===== src/rtl/crossbar_ctl_if.sv =====
// Request/crossbar bus for crossbar_ctl: per-requester request lanes plus the
// registered crossbar write port and status.
interface crossbar_ctl_if #(
  parameter int unsigned W = 3,
  parameter int unsigned M = 4,
  parameter int unsigned R = 4
);
  logic [R-1:0]   req;
  logic [R*W-1:0] from_i;
  logic [R*W-1:0] to_i;
  logic [R-1:0]   ack;
  logic [R-1:0]   nak;
  logic [W-1:0]   cb_from;
  logic [W-1:0]   cb_to;
  logic           cb_put;
  logic [M-1:0]   active;
  logic           busy;

  modport master (
    output req, from_i, to_i,
    input  ack, nak, cb_from, cb_to, cb_put, active, busy
  );

  modport slave (
    input  req, from_i, to_i,
    output ack, nak, cb_from, cb_to, cb_put, active, busy
  );
endinterface


===== src/rtl/crossbar_ctl.sv =====
// Round-robin crossbar subscription controller: one validated put per GAP+3 cycles.
// Define CROSSBAR_CTL_OWNER_EN to track a per-output owner and refuse foreign changes.
module crossbar_ctl #(
  parameter int unsigned W   = 3,
  parameter int unsigned N   = 4,
  parameter int unsigned M   = 4,
  parameter int unsigned R   = 4,
  parameter int unsigned GAP = 2
) (
  input  logic          clock,
  input  logic          reset,
  crossbar_ctl_if.slave bus
);

  localparam int unsigned RW = (R > 1) ? $clog2(R) : 1;
  localparam int unsigned CW = (GAP > 1) ? $clog2(GAP) : 1;

  typedef enum logic [1:0] {StIdle, StGrant, StIssue, StHold} state_e;

  state_e         state_q, state_d;
  logic [RW-1:0]  ptr_q, ptr_d;
  logic [RW-1:0]  win_q, win_d;
  logic [W-1:0]   from_q, from_d;
  logic [W-1:0]   to_q, to_d;
  logic           ok_q, ok_d;
  logic [CW-1:0]  cnt_q, cnt_d;
  logic [R-1:0]   ack_q, ack_d;
  logic [R-1:0]   nak_q, nak_d;
  logic [W-1:0]   cbf_q, cbf_d;
  logic [W-1:0]   cbt_q, cbt_d;
  logic           put_q, put_d;
  logic [M-1:0]   active_q, active_d;
`ifdef CROSSBAR_CTL_OWNER_EN
  logic [M-1:0]   owned_q, owned_d;
  logic [RW-1:0]  owner_q [M];
  logic [RW-1:0]  owner_d [M];
`endif

  logic [W-1:0] from_arr [R];
  logic [W-1:0] to_arr   [R];

  for (genvar g = 0; g < int'(R); g++) begin : g_slice
    assign from_arr[g] = bus.from_i[g*W +: W];
    assign to_arr[g]   = bus.to_i[g*W +: W];
  end

  // Round-robin search starting at ptr_q.
  logic          found;
  logic [RW-1:0] pick;

  always_comb begin
    int idx;
    logic [RW-1:0] idx_b;
    found = 1'b0;
    pick  = '0;
    idx   = 0;
    idx_b = '0;
    for (int k = 0; k < int'(R); k++) begin
      idx   = (int'(ptr_q) + k) % int'(R);
      idx_b = RW'(idx);
      if (!found && bus.req[idx_b]) begin
        found = 1'b1;
        pick  = idx_b;
      end
    end
  end

  always_comb begin
    int   to_v;
    int   from_v;
    logic unsub;
    logic refuse;

    state_d  = state_q;
    ptr_d    = ptr_q;
    win_d    = win_q;
    from_d   = from_q;
    to_d     = to_q;
    ok_d     = ok_q;
    cnt_d    = cnt_q;
    ack_d    = '0;
    nak_d    = '0;
    cbf_d    = cbf_q;
    cbt_d    = cbt_q;
    put_d    = 1'b0;
    active_d = active_q;
`ifdef CROSSBAR_CTL_OWNER_EN
    owned_d  = owned_q;
    owner_d  = owner_q;
`endif
    to_v     = int'($signed(to_arr[win_q]));
    from_v   = int'($signed(from_arr[win_q]));
    // A normalised unsubscribe is the only source code that is all ones.
    unsub    = &from_q;
    refuse   = 1'b0;

    unique case (state_q)
      StIdle: begin
        if (found) begin
          win_d   = pick;
          ptr_d   = RW'((int'(pick) + 1) % int'(R));
          state_d = StGrant;
        end
      end

      StGrant: begin
        refuse = (to_v < 0) || (to_v >= int'(M));
`ifdef CROSSBAR_CTL_OWNER_EN
        for (int m = 0; m < int'(M); m++) begin
          if (m == to_v && owned_q[m] && owner_q[m] != win_q) refuse = 1'b1;
        end
`endif
        from_d  = ((from_v < 0) || (from_v >= int'(N))) ? '1 : from_arr[win_q];
        to_d    = to_arr[win_q];
        ok_d    = !refuse;
        state_d = StIssue;
      end

      StIssue: begin
        if (ok_q) begin
          put_d        = 1'b1;
          cbf_d        = from_q;
          cbt_d        = to_q;
          ack_d[win_q] = 1'b1;
          for (int m = 0; m < int'(M); m++) begin
            if (int'(to_q) == m) begin
              active_d[m] = !unsub;
`ifdef CROSSBAR_CTL_OWNER_EN
              if (!unsub) begin
                owned_d[m] = 1'b1;
                owner_d[m] = win_q;
              end else if (owned_q[m] && owner_q[m] == win_q) begin
                owned_d[m] = 1'b0;
              end
`endif
            end
          end
        end else begin
          nak_d[win_q] = 1'b1;
        end
        cnt_d   = '0;
        state_d = StHold;
      end

      StHold: begin
        if (int'(cnt_q) + 1 >= int'(GAP)) begin
          state_d = StIdle;
        end else begin
          cnt_d = cnt_q + CW'(1);
        end
      end

      default: state_d = StIdle;
    endcase
  end

  always_ff @(posedge clock) begin
    if (!reset) begin
      state_q  <= StIdle;
      ptr_q    <= '0;
      win_q    <= '0;
      from_q   <= '1;
      to_q     <= '0;
      ok_q     <= 1'b0;
      cnt_q    <= '0;
      ack_q    <= '0;
      nak_q    <= '0;
      cbf_q    <= '1;
      cbt_q    <= '0;
      put_q    <= 1'b0;
      active_q <= '0;
`ifdef CROSSBAR_CTL_OWNER_EN
      owned_q  <= '0;
      for (int m = 0; m < int'(M); m++) owner_q[m] <= '0;
`endif
    end else begin
      state_q  <= state_d;
      ptr_q    <= ptr_d;
      win_q    <= win_d;
      from_q   <= from_d;
      to_q     <= to_d;
      ok_q     <= ok_d;
      cnt_q    <= cnt_d;
      ack_q    <= ack_d;
      nak_q    <= nak_d;
      cbf_q    <= cbf_d;
      cbt_q    <= cbt_d;
      put_q    <= put_d;
      active_q <= active_d;
`ifdef CROSSBAR_CTL_OWNER_EN
      owned_q  <= owned_d;
      owner_q  <= owner_d;
`endif
    end
  end

  assign bus.ack     = ack_q;
  assign bus.nak     = nak_q;
  assign bus.cb_from = cbf_q;
  assign bus.cb_to   = cbt_q;
  assign bus.cb_put  = put_q;
  assign bus.active  = active_q;
  assign bus.busy    = (state_q != StIdle);

endmodule


===== src/flat_wrapper.sv =====
// flat-port wrapper written by rule: the top's interface ports become plain ports
module crossbar_ctl_flat 
#(
  parameter int unsigned W   = 3,
  parameter int unsigned N   = 4,
  parameter int unsigned M   = 4,
  parameter int unsigned R   = 4,
  parameter int unsigned GAP = 2
)
  (clock, reset, bus_req, bus_from_i, bus_to_i, bus_ack, bus_nak, bus_cb_from, bus_cb_to, bus_cb_put, bus_active, bus_busy);
  crossbar_ctl_if #(.W(W), .M(M), .R(R)) bus_i ();
  input  logic clock;
  input  logic reset;
  input wire logic [$bits(bus_i.req)-1:0] bus_req;
  input wire logic [$bits(bus_i.from_i)-1:0] bus_from_i;
  input wire logic [$bits(bus_i.to_i)-1:0] bus_to_i;
  output wire logic [$bits(bus_i.ack)-1:0] bus_ack;
  output wire logic [$bits(bus_i.nak)-1:0] bus_nak;
  output wire logic [$bits(bus_i.cb_from)-1:0] bus_cb_from;
  output wire logic [$bits(bus_i.cb_to)-1:0] bus_cb_to;
  output wire logic [$bits(bus_i.cb_put)-1:0] bus_cb_put;
  output wire logic [$bits(bus_i.active)-1:0] bus_active;
  output wire logic [$bits(bus_i.busy)-1:0] bus_busy;
  assign bus_i.req = bus_req;
  assign bus_i.from_i = bus_from_i;
  assign bus_i.to_i = bus_to_i;
  assign bus_ack = bus_i.ack;
  assign bus_nak = bus_i.nak;
  assign bus_cb_from = bus_i.cb_from;
  assign bus_cb_to = bus_i.cb_to;
  assign bus_cb_put = bus_i.cb_put;
  assign bus_active = bus_i.active;
  assign bus_busy = bus_i.busy;
  crossbar_ctl #(.W(W), .N(N), .M(M), .R(R), .GAP(GAP)) u_core (.clock(clock), .reset(reset), .bus(bus_i));
endmodule

===== config.mk =====
export PLATFORM = sky130hd
export DESIGN_NAME = crossbar_ctl_flat
export DESIGN_NICKNAME = d
export VERILOG_FILES = /design/src/rtl/crossbar_ctl_if.sv /design/src/rtl/crossbar_ctl.sv /design/src/flat_wrapper.sv
export SDC_FILE = /design/constraint.sdc
export NUM_CORES = 1
export LEC_CHECK = 0
export CAP_MARGIN = 20
export CORE_MARGIN = 3
export CORE_UTILIZATION = 48
export CTS_BUF_LIST = sky130_fd_sc_hd__clkbuf_16
export CTS_CLUSTER_DIAMETER = 150
export DETAILED_ROUTE_END_ITERATION = 12
export GPL_ROUTABILITY_DRIVEN = 0
export GPL_TIMING_DRIVEN = 1
export PLACE_DENSITY = 0.82
export SLEW_MARGIN = 20
export SYNTH_ARGS = -nofsm -noshare
export SYNTH_HDL_FRONTEND = slang
export SYNTH_SLANG_ARGS = --single-unit

===== constraint.sdc =====
create_clock -name clock -period 3.7 [get_ports clock]
set_input_delay 0.74 -clock clock [delete_from_list [all_inputs] [get_ports clock]]
set_output_delay 0.74 -clock clock [all_outputs]
set_load 0.01 [all_outputs]

Word-level counts from Yosys, hierarchy flattened

Cells that the tools add are included.
Widths: inputs -> output; s select.

Word-level logic and storage cells: 104
Register bits after elaboration: 33
Input port bits: 30
Output and inout port bits: 20

Order comparisons: 12
Reduce and logical (&&, ||, !) cells: 27
Add/subtract/negate cells: 6
Bitwise gates (word level): 3
Eq/ne operators: 9
Mux-type cells: 31

Operators with widths:

| kind                | count |
|---|---|
| $ge 32x3->1 const B | 1 |
| $reduce_and 3->1    | 6 |
| $lt 2x3->1 const B  | 5 |
| $mux 3              | 5 |
| $bmux 3 s2          | 2 |
| $mux 2              | 6 |
| $mux 1              | 11 |
| $reduce_and 2->1    | 5 |
| $bmux 1 s2          | 4 |
| $ge 3x4->1 const B  | 2 |
| $pmux 2 s4          | 1 |
| $eq 3x3->1 const B  | 2 |
| $lt 3x1->1 const B  | 2 |
| $logic_not 1->1     | 5 |
| $add 2x1->2 const B | 2 |
| $add 2x2->2 const B | 2 |
| $eq 2x2->1 const B  | 2 |
| $logic_and 1x1->1   | 4 |
| $ne 2x1->1 const B  | 2 |
| $reduce_bool 2->1   | 2 |
| $eq 3x2->1 const B  | 1 |
| $ge 3x3->1 const B  | 1 |
| $logic_not 3->1     | 1 |
| $not 2->3           | 1 |
| 11 further kinds    | 13 |

Depth between registers and ports, before layout

Word-level depth: 14
Gate-level depth with buffers: 7
Mapped depth without buffers: 7

Worst setup path after synthesis

OpenSTA, ideal clock, no wires.

Path kind: input to register
Start: input port bus_from_i[11]
End: register u_core.from_q[0]
Path slack: 2.086 ns
Library setup time: 0.115 ns
Stages on the path: 5
Path buffers: 0
Required time: 3.585 ns
Arrival time: 1.499 ns
Path through: mux4_2 > nor2_1 > nand2_1 > o21ai_1 > nand2_1

Longest elaborated chain between the ends: 6
Elaborated cells between the ends (all ways): 7
Those cells by class: order compare (2); mux (4); reduce/logical (1)

Ends and longest elaborated chain:

| element                                         | RTL line            | RTL |
|---|---|---|
| from (decl)                                     | flat_wrapper.sv:15  | `input wire logic [$bits(bus_i.from_i)-1:0] bus_from_i;` |
| $bmux 3 s2 *                                    | crossbar_ctl.sv:92  | `from_v = int'($signed(from_arr[win_q]));` |
| $mux 3 (not written as such) * (2 in series)    | crossbar_ctl.sv:92  |  |
| $ge 3x4->1 / $lt 3x1->1 (equally long branches) | crossbar_ctl.sv:113 | `from_d = ((from_v < 0) \|\| (from_v >= int'(N))) ? '1 : from_arr[win_q];` |
| $logic_or 1x1->1 *                              | crossbar_ctl.sv:113 |  |
| $mux 3 *                                        | crossbar_ctl.sv:113 |  |
| to (signal assigned)                            | crossbar_ctl.sv:180 | `from_q <= from_d;` |
| to (decl)                                       | crossbar_ctl.sv:23  | `logic [W-1:0] from_q, from_d;` |

Mark *: on every way between the ends. The rest lies on a longest branch, timed or not. The select of a mux whose other input is x is not followed.
A chain may end at the register's enable or synchronous reset.

Worst setup path in the final report

Start: register u_core.state_q[0]
End: output port bus_busy

Longest elaborated chain between the ends: 1

Ends and longest elaborated chain:

| element                | RTL line            | RTL |
|---|---|---|
| from (decl)            | crossbar_ctl.sv:20  | `state_e state_q, state_d;` |
| from (signal assigned) | crossbar_ctl.sv:159 | `state_q <= StIdle;` |
| from (signal assigned) | crossbar_ctl.sv:177 | `state_q <= state_d;` |
| $reduce_bool 2->1      | crossbar_ctl.sv:203 | `assign bus.busy = (state_q != StIdle);` |
| to (decl)              | flat_wrapper.sv:23  | `output wire logic [$bits(bus_i.busy)-1:0] bus_busy;` |

No other way between the ends.

==> flow_summary.ini <==
[run_status]
status = finished, final reports clean

[power]
switching_power_mw = 0.433
seq_power_share = 0.373
swShare = 0.313
p_int_mw = 0.951
vdd_drop_max_uv = 538
p_per_area_nw_per_um2 = 655
p_leak_nw = 0.829
p_comb_frac = 0.301
clock_power_share = 0.326

[routing]
ant_nets = 0
drt_iter0_drc = 30
wirelength_um = 3420
wl_per_cell_um = 14.4
first_pass_iters = 4
route.detailed.drc = 0
vias_per_cell = 5.37
vias = 1272

[logic_synthesis]
synth_compound_area_frac = 0.0999
syn_avg_cell_area_sq_um = 9.31
seq_area_frac_synth = 0.455
synth_cells = 156
synth_top_family_by_area = simple AND/OR/NAND/NOR gates
syn_area_sq_um = 1450
ys.warnings.count = 0
synth_xor_xnor_area_share = 0.00603
synthArstFlopShare = 0
synth-edff-count = 0
synth_adder_area_share = 0.0431
syn_nets = 191
yosys_register_bits = 33
synth_ff_type = dfxtp_1
yosysUniqueCellTypes = 31
synth_mux_area_frac = 0.148
synthSimpleGateAreaFrac = 0.202

[finish]
final_nets = 240
layout_commonest_cell = clkdlybuf4s50_1
diodes = 0
syn2layout_area_growth_pct = 45.4
final_core_util = 0.747
fill_cells = 200
drive_gt1_frac = 0.0874
final_cells = 237
layout_common_cells = clkdlybuf4s50_1 (49), dfxtp_1 (33), nand2_1 (22)

[setup_path]
worstSetupEndpointType = output pin
cp.buffers_inverters = 3
cp_slowest_cell = clkdlybuf4s50_1
cp.arrival_ps = 1640
r2r_end = u_core.from_q[0]
timing.rr.start = u_core.win_q[0]
crit_family = buffers and inverters
worstPathCellList = inv_1 -> ha_1 -> inv_1 -> clkdlybuf4s50_1
start_kind = register
crit_type = reg2out
required_ps = 2960
r2r_cells = 5
rrSetupSlack_ps = 1860
path_common_cell = inv_1
cp_max_fo = 4
cpPeakStageDelay_ps = 540

[global_routing]
gr-usage-all-layers = 0.205
grt_pass1_wl_um = 5430
grt_max_degree = 17
antenna_found_initial = 0
overflow = 0
grt_pass1_vias = 1235

[sta]
period_share = 0.644
setup_viol = 0
timing.final.hold_violations = 0
min_period_ps = 2380
report.final.slew_viol_count = 0
relSlewSlack = 0.567
finalClockSkew_ps = 5.43
setup_tns_ps = 0
hold_slack_ps = 451
tightest_slew_ps = 648
fmax_ghz = 0.419
rsz0062_at_grt = no
layout_setup_ws_ps = 1320

[clocking]
clk_pin_slew_ps = 50
clk_latency_ps = 280
cts.sinks = 33
cts.path.max_buffers = 2
postCtsResizedCells = 0
post-cts-setup-buffer-count = 0
htreeDepth = 2
numCtsBuffers = 5
cts_hold_buf = 0
cts_tree = built
cts_root_buffer = clkbuf_16

[hold_path]
min_from = u_core.bus.cb_to[1]
min_to = u_core.bus.cb_to[1]
hold_path_class = reg2reg
hold_depth = 2

[floorplanning]
coreArea_sq_um = 2830
io_pins = 50
die_w_um = 61.0
rows = 19
die_h_um = 61.0
die_area_sq_um = 3720
initial_core_util = 0.513

[job]
cap_violations = 0

[place]
dp.cells = 229
pre_cts_ws_ps = 1320
hpwlAfterDp_um = 2650
portBuffers = 49
tightest hold or removal path, stage by stage, from the launching register on:
cell and delay, ps:
dfxtp_1 300, nand2_1 50, a21oi_1 50
synth_stat cells (2+ instances only):
| cell | number | share of area |
|---|---|---|
| ha_1 | 5 | 0.043 |
| clkbuf_1 | 4 | 0.010 |
| o21ai_1 | 2 | 0.0069 |
| nand3_1 | 5 | 0.017 |
| mux2i_1 | 8 | 0.055 |
| dfxtp_1 | 33 | 0.45 |
| nand2b_1 | 3 | 0.013 |
| buf_2 | 2 | 0.0069 |
| nor3_1 | 2 | 0.0069 |
| a21oi_1 | 14 | 0.048 |
| nor2_1 | 18 | 0.047 |
| nor3b_1 | 4 | 0.021 |
| inv_2 | 2 | 0.0052 |
| inv_1 | 7 | 0.018 |
| o21ai_0 | 5 | 0.017 |
| nand2_1 | 22 | 0.057 |
| mux4_2 | 6 | 0.093 |
through the flow:
step	power (mW)	cell area, sq um
floorplan	0.800	1450
global placement	0.910	1950
detailed placement	0.935	1950
CTS	1.39	2110
global route	1.46	2110
finish	1.38	2110
layer usage:
layer / up-vias / track usage / routed length [um]
met2: 29 / 0.359 / 1810
met4: 0 / 0.133 / 86
li1: 633 / - / -
met1: 599 / 0.214 / 1410
met5: - / 0 / 0
met3: 11 / 0.0587 / 115
logic make-up (layout without fill, tap and decap cells):
kind of cell | after synthesis | after routing
AND/OR/NAND/NOR | 62 | 62
flip-flops | 33 | 33
AO/OA/AOI/OAI | 25 | 25
buffers and inverters | 16 | 66
multiplexers | 14 | 14
adder cells (fa/ha/maj) | 5 | 5
XOR/XNOR | 1 | 1
worst max path at each step:
stage / start / end / slack (ps) / cells past startpoint
after floorplan: bus_from_i[11] / u_core.from_q[0] / 2090 / 5
after global placement: reset / u_core.bus.nak[1] / 1410 / 4
after detailed placement: reset / u_core.bus.nak[2] / 1320 / 4
after CTS: u_core.state_q[0] / bus_busy / 1320 / 4
after global routing: u_core.state_q[0] / bus_busy / 1250 / 4
final: u_core.state_q[0] / bus_busy / 1320 / 4
sequential cells by signal, indices dropped and copies added (netlist names), 2 cells and up:
register and cells:
u_core.bus.ack 4, u_core.bus.active 4, u_core.bus.nak 4, u_core.bus.cb_from 3
u_core.bus.cb_to 3, u_core.from_q 3, u_core.to_q 3, u_core.ptr_q 2
u_core.state_q 2, u_core.win_q 2
cell type report:
cell class	instances	area [sq um]	share of cell area
Tap cell	31	38.8	0.0184
Inverter	9	33.8	0.0160
Timing Repair Buffer	49	490	0.232
Sequential cell	33	661	0.313
Clock inverter	3	37.5	0.0178
Multi-Input combinational cell	107	726	0.344
Clock buffer	5	125	0.0592
power by group through the flow:
| stage | clock network (mW) | logic (mW) | registers [mW] |
|---|---|---|---|
| final | 0.451 | 0.416 | 0.516 |
| after global routing | 0.471 | 0.465 | 0.528 |
| after CTS | 0.457 | 0.420 | 0.516 |
| after detailed placement | 0 | 0.413 | 0.522 |
| after global placement | 0 | 0.394 | 0.516 |
| after floorplan | 0 | 0.324 | 0.475 |
Power figures use the tool's default switching activity.
